**src/rtl/counter_pkg.sv**
```systemverilog
//------------------------------------------------------------------------------
// Module : counter_pkg
// Desc   : Shared sequence-select and direction encodings for the up/down counter.
// Rev    : 1.0  initial release
//------------------------------------------------------------------------------
`default_nettype none

package counter_pkg;

    localparam logic [1:0] SEQ_ALL  = 2'b00;
    localparam logic [1:0] SEQ_ODD  = 2'b01;
    localparam logic [1:0] SEQ_EVEN = 2'b10;

    localparam logic DIR_DOWN = 1'b0;
    localparam logic DIR_UP   = 1'b1;

endpackage

`default_nettype wire

```
**src/rtl/counter_next_calc.sv**
```systemverilog
//------------------------------------------------------------------------------
// Module : counter_next_calc
// Desc   : Combinational parity-forced base, stepped value and terminal compare.
// Rev    : 1.0  initial release
//------------------------------------------------------------------------------
`default_nettype none

module counter_next_calc
    import counter_pkg::*;
#(
    parameter int WIDTH = 3
) (
    input  logic [WIDTH-1:0] cur_val,
    input  logic             dir,
    input  logic [1:0]       seq_sel,
    input  logic [WIDTH-1:0] load_val,
    output logic [WIDTH-1:0] next_val,
    output logic [WIDTH-1:0] load_fixed,
    output logic             at_terminal
);

    localparam logic [WIDTH-1:0] c_zero     = '0;
    localparam logic [WIDTH-1:0] c_one      = WIDTH'(1);
    localparam logic [WIDTH-1:0] c_all_ones = '1;
    localparam logic [WIDTH-1:0] c_top_even = {{(WIDTH-1){1'b1}}, 1'b0};

    logic             w_odd;
    logic             w_even;
    logic [WIDTH-1:0] w_base;
    logic [WIDTH-1:0] w_step;
    logic [WIDTH-1:0] w_terminal;

    // seq_sel = 11 decodes as neither odd nor even, i.e. all-values mode
    assign w_odd  = (seq_sel == SEQ_ODD);
    assign w_even = (seq_sel == SEQ_EVEN);

    always_comb begin
        w_base     = cur_val;
        load_fixed = load_val;
        if (w_odd) begin
            w_base[0]     = 1'b1;
            load_fixed[0] = 1'b1;
        end else if (w_even) begin
            w_base[0]     = 1'b0;
            load_fixed[0] = 1'b0;
        end

        w_step = (w_odd || w_even) ? WIDTH'(2) : WIDTH'(1);

        if (dir == DIR_UP) begin
            next_val   = w_base + w_step;
            w_terminal = w_even ? c_top_even : c_all_ones;
        end else begin
            next_val   = w_base - w_step;
            w_terminal = w_odd ? c_one : c_zero;
        end
    end

    // Compare against the raw count so tc follows count, dir and seq_sel directly
    assign at_terminal = (cur_val == w_terminal);

endmodule

`default_nettype wire

```
**src/rtl/odd_even_updown_counter.sv**
```systemverilog
//------------------------------------------------------------------------------
// Module : odd_even_updown_counter
// Desc   : Configurable all/odd/even up/down counter with load, wrap or saturate.
// Rev    : 1.0  initial release
//------------------------------------------------------------------------------
`default_nettype none

module odd_even_updown_counter
    import counter_pkg::*;
#(
    parameter int WIDTH = 3
) (
    input  logic             clk,
    input  logic             rst,
    input  logic             en,
    input  logic             dir,
    input  logic [1:0]       seq_sel,
    input  logic             sat_mode,
    input  logic             load,
    input  logic [WIDTH-1:0] load_val,
    output logic [WIDTH-1:0] count,
    output logic             tc,
    output logic             wrapped
);

    logic [WIDTH-1:0] r_count;
    logic             r_wrapped;
    logic [WIDTH-1:0] w_next;
    logic [WIDTH-1:0] w_load_fixed;
    logic             w_tc;

    counter_next_calc #(
        .WIDTH (WIDTH)
    ) u_next_calc (
        .cur_val     (r_count),
        .dir         (dir),
        .seq_sel     (seq_sel),
        .load_val    (load_val),
        .next_val    (w_next),
        .load_fixed  (w_load_fixed),
        .at_terminal (w_tc)
    );

    // Priority: reset, load, enabled step (saturate holds at terminal)
    always_ff @(posedge clk or posedge rst) begin
        if (rst) begin
            r_count   <= '1;
            r_wrapped <= 1'b0;
        end else if (load) begin
            r_count   <= w_load_fixed;
            r_wrapped <= 1'b0;
        end else if (en) begin
            if (w_tc && sat_mode) begin
                r_wrapped <= 1'b0;
            end else begin
                r_count   <= w_next;
                r_wrapped <= w_tc;
            end
        end else begin
            r_wrapped <= 1'b0;
        end
    end

    assign count   = r_count;
    assign wrapped = r_wrapped;
    assign tc      = w_tc;

endmodule

`default_nettype wire

```
**config.mk**
```make
export PLATFORM = sky130hd
export DESIGN_NAME = odd_even_updown_counter
export DESIGN_NICKNAME = d
export VERILOG_FILES = /design/src/rtl/counter_pkg.sv /design/src/rtl/counter_next_calc.sv /design/src/rtl/odd_even_updown_counter.sv
export SDC_FILE = /design/constraint.sdc
export NUM_CORES = 1
export LEC_CHECK = 0
export CELL_PAD_IN_SITES_DETAIL_PLACEMENT = 1
export CELL_PAD_IN_SITES_GLOBAL_PLACEMENT = 1
export CORE_MARGIN = 5
export CORE_UTILIZATION = 25
export CTS_CLUSTER_SIZE = 40
export DETAILED_ROUTE_END_ITERATION = 16
export PLACE_DENSITY_LB_ADDON = 0.1
export SLEW_MARGIN = 15
export SYNTH_ARGS = -nofsm -noshare
export SYNTH_HDL_FRONTEND = slang
export SYNTH_HIERARCHICAL = 1
export SYNTH_SLANG_ARGS = --single-unit
```
**constraint.sdc**
```tcl
create_clock -name clk -period 1.85 [get_ports clk]
set_input_delay 0.4625 -clock clk [delete_from_list [all_inputs] [get_ports clk]]
set_output_delay 0.4625 -clock clk [all_outputs]
set_load 0.02 [all_outputs]
```
Yosys cells after proc, flatten, opt, wreduce, memory -nomap -nowiden
Index checks and enable logic that the tools add are counted.
{"block": "op_classes", "n_addsub": 2, "n_mul": 0, "div_mod_pow": 0, "order_cmp": 0, "eq_ne": 4, "shifts": 0, "n_mux": 15, "n_bitwise": 0, "reduce_logical": 4}
{"op": "3-bit two-way mux", "count": 5}
{"op": "1-bit two-way mux", "count": 9}
{"op": "3-bit adder", "count": 1}
{"op": "3-bit equality test", "count": 1}
{"op": "3-bit subtractor", "count": 1}
{"op": "2-bit by 1-bit equality test with 1-bit output, second input constant", "count": 1}
{"op": "2-bit equality test, second input constant", "count": 1}
{"op": "2-bit two-way mux", "count": 1}
{"op": "2-bit != test, second input constant", "count": 1}
{"op": "2-bit AND reduction", "count": 1}
{"op": "2-bit nonzero test", "count": 1}
{"op": "1-bit logical AND", "count": 1}
{"op": "1-bit logical OR", "count": 1}
{"block": "totals", "register_bits": 4, "latchBits": 0, "ram_bits": 0, "romBits": 0, "in_bits": 11, "output_inout_bits": 5, "elab_cells": 27, "mem_count": 0}

Longest topological paths before layout
{"block": "logic_depth", "ltp_word": 8, "ltp_mapped": 9, "depth_no_buf": 9}

Modules after synthesis
Netlist, hierarchy kept.
{"mod": "odd_even_updown_counter", "n_inst": 1, "cells_per_inst": 15, "area_each_um2": 192.7}
{"mod": "counter_next_calc", "n_inst": 1, "cells_per_inst": 20, "area_each_um2": 160.2}

Worst setup path after synthesis
Ideal clock, no wire load.
{"block": "synth_timing", "path_type": "input-to-reg", "startpoint": "input seq_sel[1]", "endpoint": "register r_count[0] (netlist: count[0])", "setup_time_ps": 82, "t_arrival_ps": 2213, "setup_slack_ps": -445, "cell_stages": 8, "path_cell_list": "inv_1 -> ha_1 -> xor2_1 -> or4_1 -> o21ai_0 -> nand2_1 -> a21oi_1 -> mux2_2"}
{"element": "start, declared", "line_no": "odd_even_updown_counter.sv:17", "text": "input logic [1:0] seq_sel,"}
{"element": "2-bit by 1-bit equality test with 1-bit output or 2-bit equality test (tied branches)", "line_no": "counter_next_calc.sv:34, counter_next_calc.sv:35"}
{"element": "1-bit two-way mux, on equally long branches", "line_no": "counter_next_calc.sv:55, counter_next_calc.sv:52"}
{"element": "3-bit two-way mux (*)", "line_no": "counter_next_calc.sv:50", "text": "if (dir == DIR_UP) begin"}
{"element": "3-bit equality test (*)", "line_no": "counter_next_calc.sv:60", "text": "assign at_terminal = (cur_val == w_terminal);"}
{"element": "named net tc", "line_no": "odd_even_updown_counter.sv:22", "text": "output logic tc,"}
{"element": "1-bit logical AND (*)", "line_no": "odd_even_updown_counter.sv:53", "text": "if (w_tc && sat_mode) begin"}
{"element": "2-bit != test (no line) (*)"}
{"element": "2-bit AND reduction (no line) (*)"}
{"element": "end signal, assigned", "line_no": "odd_even_updown_counter.sv:50", "text": "r_count <= w_load_fixed;"}
{"element": "end signal, assigned", "line_no": "odd_even_updown_counter.sv:56", "text": "r_count <= w_next;"}
{"element": "end, declared", "line_no": "odd_even_updown_counter.sv:26", "text": "logic [WIDTH-1:0] r_count;"}
The timed path passes the listed nets; every way through them passes the cells marked *. The select of a mux whose other input is x is not followed.
A chain may end at the register's enable or synchronous reset.

Worst setup path in the final report
{"block": "layout_timing", "startpoint": "input seq_sel[0]", "endpoint": "register r_count[2] (netlist: count[2])"}
{"block": "layout_via", "elab_chain_len": 8}
{"element": "2-bit equality test or 2-bit by 1-bit equality test with 1-bit output (tied branches)", "line_no": "counter_next_calc.sv:35, counter_next_calc.sv:34"}
{"element": "1-bit two-way mux or 1-bit logical OR (tied branches)", "line_no": "counter_next_calc.sv:43, counter_next_calc.sv:48"}
{"element": "1-bit two-way mux or 2-bit two-way mux (tied branches)", "line_no": "counter_next_calc.sv:40, counter_next_calc.sv:48"}
{"element": "3-bit subtractor or 3-bit adder (tied branches)", "line_no": "counter_next_calc.sv:54, counter_next_calc.sv:51"}
{"element": "3-bit two-way mux (*)", "line_no": "counter_next_calc.sv:50"}
{"element": "named net w_next[2]", "line_no": "odd_even_updown_counter.sv:28", "text": "logic [WIDTH-1:0] w_next;"}
{"element": "3-bit two-way mux (*)", "line_no": "odd_even_updown_counter.sv:53"}
{"element": "3-bit two-way mux (*)", "line_no": "odd_even_updown_counter.sv:52", "text": "end else if (en) begin"}
{"element": "3-bit two-way mux (*)", "line_no": "odd_even_updown_counter.sv:49", "text": "end else if (load) begin"}
Marks and branches as above.

==> run_results.csv <==
group,metric,value,unit
drt,ant_nets,0,
outcome,status,"finished, violations left",
synth,ys_seq_area_frac,0.294,
cts,worstSkewPairLatency,0.25,ns
finish,area_growth,121,%
timing,slew_headroom,0.757,
power,p_sw,286,uW
drt,drt-initial-drc-count,2,
timing,fin_crit_sh,1.16,
die,die-area,2260,um^2
setup_path,critPathLaunch,"seq_sel[0]",
synth,yosys-top-cells-area,"dfstp_2, mux2_2, ha_1, dfrtp_1, fa_1",
drt,wl_per_cell,14.5,um
placed_design,gp_congestion,0.747,
power,p_total,801,uW
power,seqPwrFrac,0.200,
cts,clk_path_buf_depth,2,
drt,drt-vias-per-instance,4.58,
setup_path,worstPathArrival,2.32,ns
cts,clock-sinks,4,
drt,drt_pass1_iterations,2,
setup_path,critPathTopFamily,"adder cells",
synth,synth_common_cells,"mux2_2, inv_1, dfstp_2, ha_1, nand2_1",
placed_design,dpl.hpwl,886,um
finish,num_antenna_cells,0,
global_route,grt_usage,0.124,
die,die_x,47.6,um
timing,finalMaxSlewViolations,0,
synth,yosys.area.top_type_share,0.223,
cts,htreeDepth,1,
finish,drive_gt1_frac,0.641,
drt,num_vias,362,
global_route,first_global_vias,425,
synth,yosys_warnings,6,
synth,ys_types,18,
die,core-area,1320,um^2
cts,clk_pin_slew_worst_paths,0.04,ns
placed_design,io_buffers,15,
worst_hold_path,hold_path_class,"input pin to asynchronous set/reset pin",
power,swShare,0.357,
die,start_util,0.268,
timing,worst_pin_slew,0.363,ns
power,p_per_area,1030,nW/um^2
setup_path,r2r-start,"count[0]",
timing,grt_setup_unrepaired,"true",
synth,synth-edff-count,0,
synth,synth_most_common_cell,"mux2_2",
run,cap_violations,0,
global_route,grt_max_degree,6,
drt,drc_errors,0,
synth,synth_area,353,um^2
setup_path,path_buf_inv,4,
synth,async_flop_share,1.00,
die,io_pins,16,
timing,clock.fmax,0.467,GHz
power,pwr-share-clk,0.162,
setup_path,cpMaxStageDelayCell,"fa_2",
synth,ys_ff_latch,4,
die,fp-row-count,13,
timing,min_period,2.14,ns
synth,syn_inst,35,
timing,tns,-0.876,ns
power,intPower,515,uW
setup_path,end_kind,"flip-flop",
cts,cts_made_buffers,3,
synth,ys.flop_type,"dfstp_2",
timing,fin_skew,0.00149,ns
global_route,grt.overflow.total,0,
setup_path,worstPathMaxFanout,2,
die,die_h,47.6,um
finish,fin_nets,80,
timing,fin_ws,-0.292,ns
global_route,grt_antenna_before_repair,0,
synth,synth_nets,50,
synth,post-synth-top-area-cell,"dfstp_2",
setup_path,crit_type,"input pin to flip-flop",
timing,finalSetupViolations,4,
setup_path,path_cells,"buf_8, buf_12, inv_12, ha_4, inv_4, a21o_4, ha_4, fa_2, xnor2_2, mux2_4, mux2_4",
timing,hold_viol_final,0,
setup_path,worstPathRequired,2.03,ns
outcome,violations,"negative setup slack",
setup_path,start_kind,"input pin",
global_route,grt_first_pass_wirelength,1830,um
cts,clockRootBuffer,"clkbuf_4",
drt,wl,1150,um
synth,synth.avg_cell_area,10.1,um^2
power,vdd_drop_max,0.000532,V
cts,cts_tree,"built",
power,leakagePower,0.000350,uW
power,combPwrFrac,0.639,
setup_path,worst_path_largest_cell_delay,0.39,ns
-- cell usage in the layout (no fill, tap or decap), drive strengths merged --
| cell | count |
|---|---|
| nor3 | 1 |
| clkbuf | 4 |
| dlygate4sd2 | 3 |
| dfstp | 3 |
| dfrtp | 1 |
| nand2 | 3 |
| xnor2 | 2 |
| o21ai | 1 |
| fa | 1 |
| buf | 16 |
| inv | 4 |
| or4 | 1 |
| a21oi | 1 |
| xor2 | 2 |
| ha | 3 |
| mux2 | 6 |
| clkdlybuf4s50 | 9 |
| nand3 | 1 |
| a21o | 2 |
-- logic make-up after synthesis --
group / count (synthesis) / synth area share
mux: 6 / 0.191
xor+xnor: 4 / 0.0993
simple gates: 6 / 0.0815
fa+ha+maj: 4 / 0.163
buf+inv: 7 / 0.0957
compound gates: 4 / 0.0745
flops: 4 / 0.294
-- state kept, by name, summed over array words and instances, names as in the netlist --
| signal | flops |
|---|---|
| count | 3 |
| wrapped | 1 |
-- repair_timing --
action / in CTS / in global routing
hold buffers: 0 / 0
endpoints found under the setup margin: 8 / 5
resized for setup: 23 / 9
pin swaps: 8 / 8
cloned: 0 / 0
buffers inserted: 4 / 2
-- power groups by stage --
stage / sequential (uW) / clock, uW / combinational, uW
global placement: 159 / 0 / 433
floorplan: 214 / 0 / 203
CTS: 160 / 130 / 470
finish: 160 / 129 / 511
global route: 161 / 137 / 553
detailed placement: 161 / 0 / 450
-- path summary, 6_finish.rpt --
check	slack [ns]	cells after the start	endpoint
worst max-delay path	-0.29	11	count[2]
worst min-delay path	0.41	2	wrapped
worst max register to register	-0.17	7	count[2]
worst min register to register	0.77	2	count[2]
max in group asynchronous	1.22	2	count[0]
min in group clk	0.77	2	count[2]
-- per-stage QoR --
step / hold WS [ns] / setup WS (ns) / instance area [um^2] / utilization / instances
after floorplan: 0.226 / -0.199 / 442 / - / 35
after global placement: 0.649 / -1.08 / 652 / 0.495 / 70
after detailed placement: 0.667 / -1.09 / 652 / 0.495 / 70
after CTS: 0.420 / -0.318 / 736 / 0.558 / 78
after global routing: 0.420 / -0.342 / 778 / 0.591 / 79
final: 0.408 / -0.292 / 778 / 0.591 / 79
-- final cells by class --
cell class | instances | area (um^2)
clock buffers | 4 | 26.3
fillers | 138 | 539
inverters | 4 | 32.5
multi-input cells | 24 | 322
flip-flops and latches | 4 | 104
well taps | 15 | 18.8
repair buffers | 28 | 275
-- per-layer routing --
layer  vias up  track usage  wire length [um]
li1        173            -                 -
met1       172        0.128               426
met2        14        0.225               607
met3         3       0.0226                87
met4         0       0.0806                24
met5         -            0                 0
No activity file was read; power rests on OpenSTA's default activity.
